<file path="config.mk">
export PLATFORM = sky130hd
export DESIGN_NAME = instruction_fetch
export DESIGN_NICKNAME = d
export VERILOG_FILES = /design/src/rtl/instruction_fetch.sv
export SDC_FILE = /design/constraint.sdc
export NUM_CORES = 1
export LEC_CHECK = 0
export ABC_AREA = 1
export BUFFER_PORTS_ARGS = -buffer_cell sky130_fd_sc_hd__buf_2
export CAP_MARGIN = 20
export CORE_AREA = 5 5 115 117
export DETAILED_ROUTE_END_ITERATION = 10
export DIE_AREA = 0 0 120 122
export PLACE_DENSITY = 0.88
export SLEW_MARGIN = 20
export SYNTH_ARGS = -nofsm -noshare
export SYNTH_HDL_FRONTEND = slang
export SYNTH_SLANG_ARGS = --single-unit
</file>
<file path="constraint.sdc">
create_clock -name clk -period 4.3 [get_ports clk]
set_input_delay 0.215 -clock clk [delete_from_list [all_inputs] [get_ports clk]]
set_output_delay 0.215 -clock clk [all_outputs]
set_load 0.01 [all_outputs]
</file>
<file path="src/rtl/instruction_fetch.sv">
// instruction_fetch: RISC-V fetch stage driving a word-addressed instruction memory,
// with an IF/ID register, stall, redirect/flush and halt on EBREAK.
module instruction_fetch #(
  parameter int BITS = 32,
  parameter int ADDR_W = 5,
  parameter logic [BITS-1:0] RESET_PC = '0,
  parameter logic [BITS-1:0] EBREAK = 32'h0010_0073
)(
  input  logic              clk,
  input  logic              reset,
  input  logic              stall,
  input  logic              redirect,
  input  logic [BITS-1:0]   redirect_target,
  output logic [ADDR_W-1:0] imem_addr,
  input  logic [BITS-1:0]   imem_data,
  output logic              if_valid,
  output logic [BITS-1:0]   if_pc,
  output logic [BITS-1:0]   if_pc_plus4,
  output logic [BITS-1:0]   if_instr,
  output logic              halted
);
  localparam logic [1:0] BOOT = 2'd0, RUN = 2'd1, HALTED = 2'd2;
  logic [1:0] state;
  logic [BITS-1:0] pc, target;
  logic fetch, brk;
  assign target = redirect_target & ~BITS'(3);
  assign imem_addr = pc[ADDR_W+1:2];
  assign halted = state == HALTED;
  assign fetch = state == RUN && !redirect && !stall;
  assign brk = imem_data == EBREAK;
  always_ff @(posedge clk or posedge reset) begin
    if (reset) begin
      pc <= RESET_PC;
      state <= BOOT;
      if_valid <= 1'b0;
      if_pc <= '0;
      if_pc_plus4 <= '0;
      if_instr <= '0;
    end else begin
      if (redirect) pc <= target;
      else if (fetch && !brk) pc <= pc + BITS'(4);
      state <= (state == BOOT || redirect) ? RUN : (fetch && brk) ? HALTED : state;
      if (state == BOOT || redirect) if_valid <= 1'b0;
      else if (!stall) if_valid <= state == RUN;
      if (fetch) begin
        if_instr <= imem_data;
        if_pc <= pc;
        if_pc_plus4 <= pc + BITS'(4);
      end
    end
  end
endmodule

</file>
After elaboration in Yosys (flattened, before gate mapping). Cells that the tools add are included.

Add/sub/neg operators: 1. Muxes and demuxes: 6. Reduce and logical (&&, ||, !) cells: 11. Equality and inequality tests: 4.

Operators with widths (count): $mux 32 (2); $add 32x3->32 const B (1); $eq 32x21->1 const B (1); $logic_and 1x1->1 (4); $mux 2 (2); $reduce_bool 2->1 (2); $logic_not 1->1 (3); $eq 2x1->1 const B (1); $eq 2x2->1 const B (1); $logic_not 2->1 (1); $mux 1 (2); $ne 2x1->1 const B (1); $logic_or 1x1->1 (1).

Logic and storage cells: 28. Register bits: 131. Input bits: 68.

Logic depth before layout (Yosys ltp). Gate-level depths: netlist of the first run.

Depth after elaboration: 6. Mapped depth: 10.

Worst setup path after synthesis of the first run. Ideal clock, no wire load.

Path type: register to register. Start point: reg pc[2]. End point: reg pc[22]. Required time: 4.175 ns. Period minus slack after synthesis: 1.474 ns. Slack: 2.826 ns. Data arrival time: 1.349 ns. Path buffers: 0. Library setup time: 0.125 ns. Stages on the path, launching flop included: 11. Path through: dfrtp_1 ha_1 nand2_1 nor2_2 nand2_2 nor2_4 nand2_1 nand2_1 nand2_1 nand2_1 nand3_1.

Longest elaborated chain between the ends: 3.

RTL lines: start, declared (line 24) `logic [BITS-1:0] pc, target;`; start signal, assigned (line 40) `if (redirect) pc <= target;`; start signal, assigned (line 41) `else if (fetch && !brk) pc <= pc + BITS'(4);`; $add 32x3->32 (line 41); $mux 32 (line 41); $mux 32 (line 40).

Every way passes these cells. The select of a mux whose other input is x is not followed. A chain may end at the register's enable or synchronous reset.

Worst setup path after layout of the first run.
Start point: in redirect. End point: reg state[1].

Longest elaborated chain between the ends: 5. Elaborated cells between the ends (all ways): 7. Classes of those cells: mux (1); reduce/logical (6).

RTL lines: start, declared (line 12) `input logic redirect,`; $logic_not 1->1 (line 29) `assign fetch = state == RUN && !redirect && !stall;`; $logic_and 1x1->1 (2 in a row) (line 29); $logic_and 1x1->1 (line 42) `state <= (state == BOOT || redirect) ? RUN : (fetch && brk) ? HALTED : state;`; $reduce_bool 2->1 (no line); end signal, assigned (line 42); end, declared (line 23) `logic [1:0] state;`.

Several ways; a longest one is shown, not always the timed one.

==> results_tabular.tex, run 1 <==
\begin{tabular}{lr}
\hline
Metric & Value \\
\hline
\multicolumn{2}{l}{\textbf{Logic synthesis}} \\
Number of synthesis warnings & 0 \\
Synthesized cell area & 6073 um\^{}2 \\
Multiplexer fraction of the synthesized cell area & 0\% \\
Xor/xnor cell area share of the yosys netlist & 1.009\% \\
Distinct cell type count after synthesis & 25 \\
Avg Inst Size Synth & 7.611 um\^{}2 \\
Synthesized-area fraction occupied by adder cells & 0.2060\% \\
Part of the Yosys area used for sequential elements & 51.50\% \\
Simple-gate area share of the yosys netlist & 31.81\% \\
Register bit total from synthesis & 125 \\
Compound-Gate Fraction of Synth Area & 7.705\% \\
Number of instances in the synthesized netlist & 798 \\
Dominant combinational cell family by area after synthesis & simple AND/OR/NAND/NOR gates \\
\multicolumn{2}{l}{\textbf{Timing}} \\
Part of the cycle the worst path needs & 54.54\% \\
Maximum operating frequency & 426.4 MHz \\
Shortest clock period the worst path allows after layout & 2345 ps \\
Fin Setup TNS & 0 ps \\
Slew Limit Headroom & 45.20\% \\
Final hold slack & -41.44 ps \\
Transition time at the pin with the least slew margin & 822.1 ps \\
Final setup fails & 0 \\
Least setup slack across all paths after layout & 1955 ps \\
Max Clock Skew & 14.77 ps \\
Number of max-slew violations in the final report & 0 \\
Unrepaired setup endpoints after global routing & false \\
Final hold viol count & 66 \\
\multicolumn{2}{l}{\textbf{GRT}} \\
Largest net degree at the start of global routing & 80 \\
Antenna violations before repair & 0 \\
Global route total overflow & 0 \\
Overall global routing resource usage & 23.87\% \\
Via count of the first global-routing pass & 5511 \\
First-pass GRT wire length & 27300 um \\
\multicolumn{2}{l}{\textbf{Run status}} \\
Outcome & finished with violations \\
Failing checks & hold timing \\
\multicolumn{2}{l}{\textbf{Cells and area}} \\
Net count of the finished layout & 1020 \\
Top library cells by usage in the layout, fill and taps aside & nand2\_1 (288), buf\_2 (164), dfrtp\_1 (125) \\
Layout Cells excl Fill & 1114 \\
Most common library cell in the layout ignoring fill and taps & nand2\_1 \\
Layout-stage area growth over the synthesis result & 24.93\% \\
Count of inserted antenna diode cells & 0 \\
Fraction of layout instances using a drive strength above 1 & 23.24\% \\
\multicolumn{2}{l}{\textbf{Placement}} \\
Pre-CTS WS & 1522 ps \\
Total of buffers placed on input and output ports & 164 \\
GP Congestion & 0.9192 \\
Placed insts & 1080 \\
DP Wirelength & 11820 um \\
\multicolumn{2}{l}{\textbf{Drt}} \\
Post-detailed-routing wire length & 16810 um \\
Number of nets with antenna violations after detailed routing & 0 \\
Total number of vias & 5746 \\
DRC marker count from the first detailed-route iteration & 467 \\
Drt pass-1 iters & 5 \\
Mean number of vias per cell & 5.158 \\
Number of design rule violations left after detail routing & 0 \\
Average wire per standard cell & 15.09 um \\
\multicolumn{2}{l}{\textbf{CTS}} \\
Level count of the clock H-tree & 4 \\
Total CTS buffers & 17 \\
Resize count post-CTS & 0 \\
Clock sink total & 125 \\
Source-to-sink clock delay at the later pin of the worst-skew pair & 430 ps \\
Clock-pin slew on the worst setup and hold paths & 50 ps \\
Clock root buffer & clkbuf\_16 \\
CTS tree & built \\
Clk buf depth & 2 \\
\multicolumn{2}{l}{\textbf{Worst setup path}} \\
Critical-path cell with the highest stage delay & inv\_2 \\
List of cells traversed by the critical path & buf\_2, buf\_4, inv\_2, nand3\_4, clkinv\_1, buf\_4, nand2\_1, a21boi\_0 \\
Worst EP arrival & 2680 ps \\
Data required time of the worst path & 4640 ps \\
Largest fanout on the critical path & 58 \\
Most used cell, CP & buf\_4 \\
Delay of the slowest cell on the worst path & 540 ps \\
Crit Path Class & in -> reg \\
Type of element capturing the critical path & register \\
Startpoint types & primary input \\
\multicolumn{2}{l}{\textbf{Floorplan}} \\
Initial cell density of the core & 49.54\% \\
CORE AREA & 12260 um\^{}2 \\
Number of core rows & 41 \\
Ports placed on the boundary & 171 \\
Die area & 14640 um\^{}2 \\
Vert. Die Dim & 122 um \\
Chip Width & 120 um \\
\multicolumn{2}{l}{\textbf{Flow run}} \\
Max Cap Violations & 0 \\
\multicolumn{2}{l}{\textbf{Worst hold path}} \\
Hold Path Class & in -> async \\
\multicolumn{2}{l}{\textbf{Pwr}} \\
Largest vdd supply drop & 0.0003117 V \\
Overall Power & 3577 uW \\
Lkg Pwr & 0.004000 uW \\
P per Cell Area & 471.5 nW/um\^{}2 \\
\hline
\end{tabular}
==> metal layers <==
layer  vias up  GRT usage (%)  wire length, um
met1      2667          30.85             7119
met4         0          11.52              502
met2       223          37.55             7983
met3        41          6.267             1203
met5         -              0                0
li1       2815              -                -
==> cells in the mapped netlist <==
cell | number | area share, %
nand2_1 | 288 | 18
dfrtp_1 | 125 | 52
nor2_1 | 82 | 5.1
nand3_1 | 72 | 5.9
inv_1 | 64 | 4.0
o21ai_0 | 61 | 5.0
a31oi_1 | 20 | 2.1
clkbuf_1 | 18 | 1.1
buf_2 | 14 | 1.2
buf_4 | 9 | 1.1
xor2_1 | 7 | 1.0
nor2_2 | 6 | 0.62
nor2_4 | 6 | 1.1
o21ai_1 | 6 | 0.49
inv_2 | 4 | 0.25
nand4_1 | 4 | 0.41
nand2_2 | 3 | 0.31
and2_1 | 2 | 0.21
a21boi_0 | 1 | 0.12
buf_1 | 1 | 0.062
clkinv_1 | 1 | 0.062
conb_1 | 1 | 0.062
ha_1 | 1 | 0.21
nand2_4 | 1 | 0.19
nand3_2 | 1 | 0.16
==> sequential cells by signal, summed over array words and instances (netlist names) <==
| signal | flops |
|---|---|
| if_instr | 32 |
| if_pc | 30 |
| if_pc_plus4 | 30 |
| if_valid | 1 |
| pc | 30 |
| state | 2 |
==> power by group <==
part	leakage (uW)	switching (uW)	internal, uW
registers	0.00152	124	1350
clock network	0.000298	516	969
logic	0.00218	386	236
==> critical path, delay by kind of cell <==
family	cells	cell delay, ps
AOI/OAI and AO/OA	1	170
buffers and inverters	5	1610
and+or+nand+nor	2	670
==> worst paths after layout <==
kind                                         start            to  slack [ps]  cells after the start
worst min register to register        if_instr[28]  if_instr[28]         470                      2
worst max-delay path                      redirect      state[1]        1950                      8
worst max register to register            state[1]      state[1]        2160                      6
max in group asynchronous                    reset   if_instr[2]        3420                      3
worst min-delay path                         reset  if_instr[27]         -40                      2
min in group clk                redirect_target[6]         pc[6]          10                      3
==> cell families (layout without fill, tap and decap cells) <==
group | after synthesis | after routing
fa+ha+maj | 1 | 1
xor+xnor | 7 | 7
buf+inv | 111 | 274
compound gates | 88 | 88
other cells | 1 | 4
flops | 125 | 125
simple gates | 465 | 465
==> repair_timing <==
action                    4_1_cts  5_1_grt
hold endpoints to repair        2        0
hold buffers                    2        0
buffers inserted                0        0
==> through the flow <==
stage,hold WS [ps],utilization [%],area (um^2)
4_1_cts,1.148,61.88,7587
5_1_grt,7.730,61.88,7587
6_report,-41.44,61.88,7587
2_1_floorplan,324.6,-,6085
3_5_place_dp,435.4,56.66,6947
3_3_place_gp,423.5,56.66,6947
==> layout make-up <==
type / count / area (um^2)
multi-input cells: 565 / 2496
clock buffers: 22 / 484.2
fillers: 1067 / 4673
repair buffers: 173 / 893.4
clock inverters: 10 / 136.4
flip-flops and latches: 125 / 3128
well taps: 150 / 187.7
inverters: 69 / 261.5
Note: power is estimated with default switching activity, not from simulation.
==> run 2: changes to the inputs <==
==> constraint.sdc (replaced) <==
create_clock -name clk -period 2.3 [get_ports clk]
set_input_delay 0.115 -clock clk [delete_from_list [all_inputs] [get_ports clk]]
set_output_delay 0.115 -clock clk [all_outputs]
set_load 0.01 [all_outputs]
==> run 2 against run 1 <==
The run now ends clean. Sequential share of layout area is 2.9 points lower. Hold slack better by 47 ps. Global-route usage is 2.0 points higher. Critical endpoint is now pc[20].
==> results_tabular.tex, run 2 (synthesis gave the netlist of run 1 again) <==
\begin{tabular}{lr}
\hline
Metric & Value \\
\hline
\multicolumn{2}{l}{\textbf{Run status}} \\
Outcome & complete, no violations (was finished with violations) \\
\multicolumn{2}{l}{\textbf{Drt}} \\
DRC marker count from the first detailed-route iteration & 468 (was 467) \\
Number of nets with antenna violations after detailed routing & 0 (unchanged) \\
Mean number of vias per cell & 5.257 (was 5.158) \\
Average wire per standard cell & 15.70 um (was 15.09 um) \\
Number of design rule violations left after detail routing & 0 (unchanged) \\
Drt pass-1 iters & 5 (unchanged) \\
Total number of vias & 6172 (was 5746) \\
Post-detailed-routing wire length & 18440 um (was 16810 um) \\
\multicolumn{2}{l}{\textbf{Cells and area}} \\
Flip-flop count of the largest register, all copies and words added & 32 (unchanged) \\
Number of fill cells & 941 (was 1067) \\
Register containing the most flip-flops in the final layout & if\_instr (unchanged) \\
Most common library cell in the layout ignoring fill and taps & nand2\_1 (unchanged) \\
Fraction of layout instances using a drive strength above 1 & 21.90\% (was 23.24\%) \\
Top library cells by usage in the layout, fill and taps aside & nand2\_1 (288), buf\_2 (164), dfrtp\_1 (125) (unchanged) \\
Net count of the finished layout & 1079 (was 1020) \\
Layout-stage area growth over the synthesis result & 34.53\% (was 24.93\%) \\
\multicolumn{2}{l}{\textbf{Pwr}} \\
Net switching power & 1908 uW (was 1026 uW) \\
Share of total power consumed by net switching & 28.50\% (was 28.68\%) \\
Portion of total power attributed to the clock network & 40.0\% (was 41.5\%) \\
Largest vdd supply drop & 0.0004650 V (was 0.0003117 V) \\
Overall Power & 6696 uW (was 3577 uW) \\
Relative contribution of combinational cells to total power & 18.9\% (was 17.4\%) \\
Flop pwr share & 41.1\% (about the same) \\
P per Cell Area & 819.5 nW/um\^{}2 (was 471.5 nW/um\^{}2) \\
Power Internal & 4787 uW (was 2551 uW) \\
Lkg Pwr & 0.004253 uW (was 0.004000 uW) \\
\multicolumn{2}{l}{\textbf{Floorplan}} \\
Vert. Die Dim & 122 um (unchanged) \\
Number of core rows & 41 (unchanged) \\
Ports placed on the boundary & 171 (unchanged) \\
Chip Width & 120 um (unchanged) \\
CORE AREA & 12260 um\^{}2 (unchanged) \\
Die area & 14640 um\^{}2 (unchanged) \\
Initial cell density of the core & 49.54\% (unchanged) \\
\multicolumn{2}{l}{\textbf{Timing}} \\
Least setup slack across all paths after layout & 401.7 ps (was 1955 ps) \\
Final hold slack & 5.873 ps (was -41.44 ps) \\
Unrepaired setup endpoints after global routing & false (unchanged) \\
Maximum operating frequency & 526.8 MHz \\
Slew Limit Headroom & 55.40\% (was 45.20\%) \\
Final setup fails & 0 (unchanged) \\
Max Clock Skew & 6.511 ps (was 14.77 ps) \\
Part of the cycle the worst path needs & 82.53\% \\
Final hold viol count & 0 (was 66) \\
Shortest clock period the worst path allows after layout & 1898 ps \\
Fin Setup TNS & 0 ps (unchanged) \\
Number of max-slew violations in the final report & 0 (unchanged) \\
Transition time at the pin with the least slew margin & 669.0 ps (was 822.1 ps) \\
\multicolumn{2}{l}{\textbf{CTS}} \\
Clk buf depth & 2 (unchanged) \\
Total CTS buffers & 17 (unchanged) \\
Clock-pin slew on the worst setup and hold paths & 50 ps (about the same) \\
Source-to-sink clock delay at the later pin of the worst-skew pair & 420 ps (was 430 ps) \\
CTS tree & built (unchanged) \\
Clock sink total & 125 (unchanged) \\
Clock root buffer & clkbuf\_16 (unchanged) \\
Level count of the clock H-tree & 4 (unchanged) \\
\multicolumn{2}{l}{\textbf{GRT}} \\
Global route total overflow & 0 (unchanged) \\
Via count of the first global-routing pass & 5997 (was 5511) \\
Overall global routing resource usage & 25.90\% (was 23.87\%) \\
Antenna violations before repair & 0 (unchanged) \\
Largest net degree at the start of global routing & 126 (was 80) \\
First-pass GRT wire length & 29750 um (was 27300 um) \\
\multicolumn{2}{l}{\textbf{Worst setup path}} \\
Type of element capturing the critical path & register (unchanged) \\
Worst EP arrival & 2250 ps (was 2680 ps) \\
Startpoint types & primary input (unchanged) \\
List of cells traversed by the critical path & dlygate4sd3\_1, buf\_2, inv\_1, nand2\_1, nor2\_1, nand2\_1, nor2\_1, nand2\_1, nand2\_1, buf\_4, nand3\_1, nand3\_1 (was buf\_2, buf\_4, inv\_2, nand3\_4, clkinv\_1, buf\_4, nand2\_1, a21boi\_0) \\
Most used cell, CP & nand2\_1 (was buf\_4) \\
Critical-path cell with the highest stage delay & dlygate4sd3\_1 (was inv\_2) \\
Delay of the slowest cell on the worst path & 560 ps (was 540 ps) \\
Data required time of the worst path & 2650 ps (was 4640 ps) \\
Crit Path Class & in -> reg (unchanged) \\
Buf+Inv Stages, Crit Path & 4 (was 5) \\
Crit path max-delay family & buffers and inverters (unchanged) \\
Largest fanout on the critical path & 21 (was 58) \\
\multicolumn{2}{l}{\textbf{Flow run}} \\
Max Cap Violations & 0 (unchanged) \\
\multicolumn{2}{l}{\textbf{Placement}} \\
GP Congestion & 0.9059 (was 0.9192) \\
Total of buffers placed on input and output ports & 164 (unchanged) \\
DP Wirelength & 11650 um (was 11820 um) \\
Pre-CTS WS & 500.5 ps (was 1522 ps) \\
\multicolumn{2}{l}{\textbf{Worst hold path}} \\
Hold Path Class & in -> reg (was in -> async) \\
\hline
\end{tabular}
[run 2: changes by cell type in the layout (fill, tap and decap cells not counted), moves of 2 or more]
cell	change
clkinvlp_4	-2
clkbuf_1	+2
dlygate4sd3_1	+58
clkbuf_8	+2
[run 2: layer usage]
| metal | wire [um] | share of wire (%) | vias to the layer above | track usage, % |
|---|---|---|---|---|
| met5 | 0 | 0 | - | 0 |
| met3 | 1219 | 6.6 | 74 | 5.803 |
| li1 | - | - | 2928 | - |
| met2 | 8960 | 49 | 284 | 42.57 |
| met1 | 7383 | 40 | 2886 | 31.61 |
| met4 | 871 | 4.7 | 0 | 14.75 |
[run 2: repair_timing]
item | in CTS | in global routing
hold endpoints to repair | 184 | 0
hold buffers | 60 | 0
resized for setup | 0 | 0
setup buffers | 0 | 0
[run 2: power by group through the flow]
stage / combinational, uW / clock, uW / sequential, uW
finish: 1270 / 2680 / 2750
global route: 1410 / 2810 / 2800
CTS: 1260 / 2700 / 2740
detailed placement: 1170 / 0 / 2770
global placement: 1140 / 0 / 2760
floorplan: 568 / 0 / 2870
[run 2: cell type report]
cell class | count | area [um^2] | area share (%)
Antenna cell | 1 | 2.502 | 0.03063
Clock buffer | 26 | 519.2 | 6.355
Clock inverter | 6 | 80.08 | 0.9801
Inverter | 69 | 262.8 | 3.216
Multi-Input combinational cell | 565 | 2496 | 30.55
Sequential cell | 125 | 3128 | 38.28
Tap cell | 150 | 187.7 | 2.297
Timing Repair Buffer | 232 | 1494 | 18.28
[run 2: worst paths after layout]
check	start	to	slack, ps	depth (start not counted)
min in group asynchronous	reset	if_pc_plus4[21]	420	4
max	imem_data[7]	pc[20]	400	12
min reg2reg	if_pc_plus4[31]	if_pc_plus4[31]	470	2
max in group asynchronous	reset	if_pc[30]	1370	4
min	imem_data[20]	if_instr[20]	6	3
max reg2reg	state[1]	pc[15]	460	7
[run 2: tightest hold or removal path, stage by stage]
cell and delay [ps]:
buf_2 110, inv_1 60, o21ai_0 80
[run 2: metrics by stage]
step | util, % | instance area, um^2 | cells
2_1_floorplan | - | 6088 | 801
3_3_place_gp | 56.83 | 6968 | 1081
3_5_place_dp | 56.83 | 6968 | 1081
4_1_cts | 66.62 | 8168 | 1173
5_1_grt | 66.62 | 8168 | 1173
6_report | 66.64 | 8170 | 1174
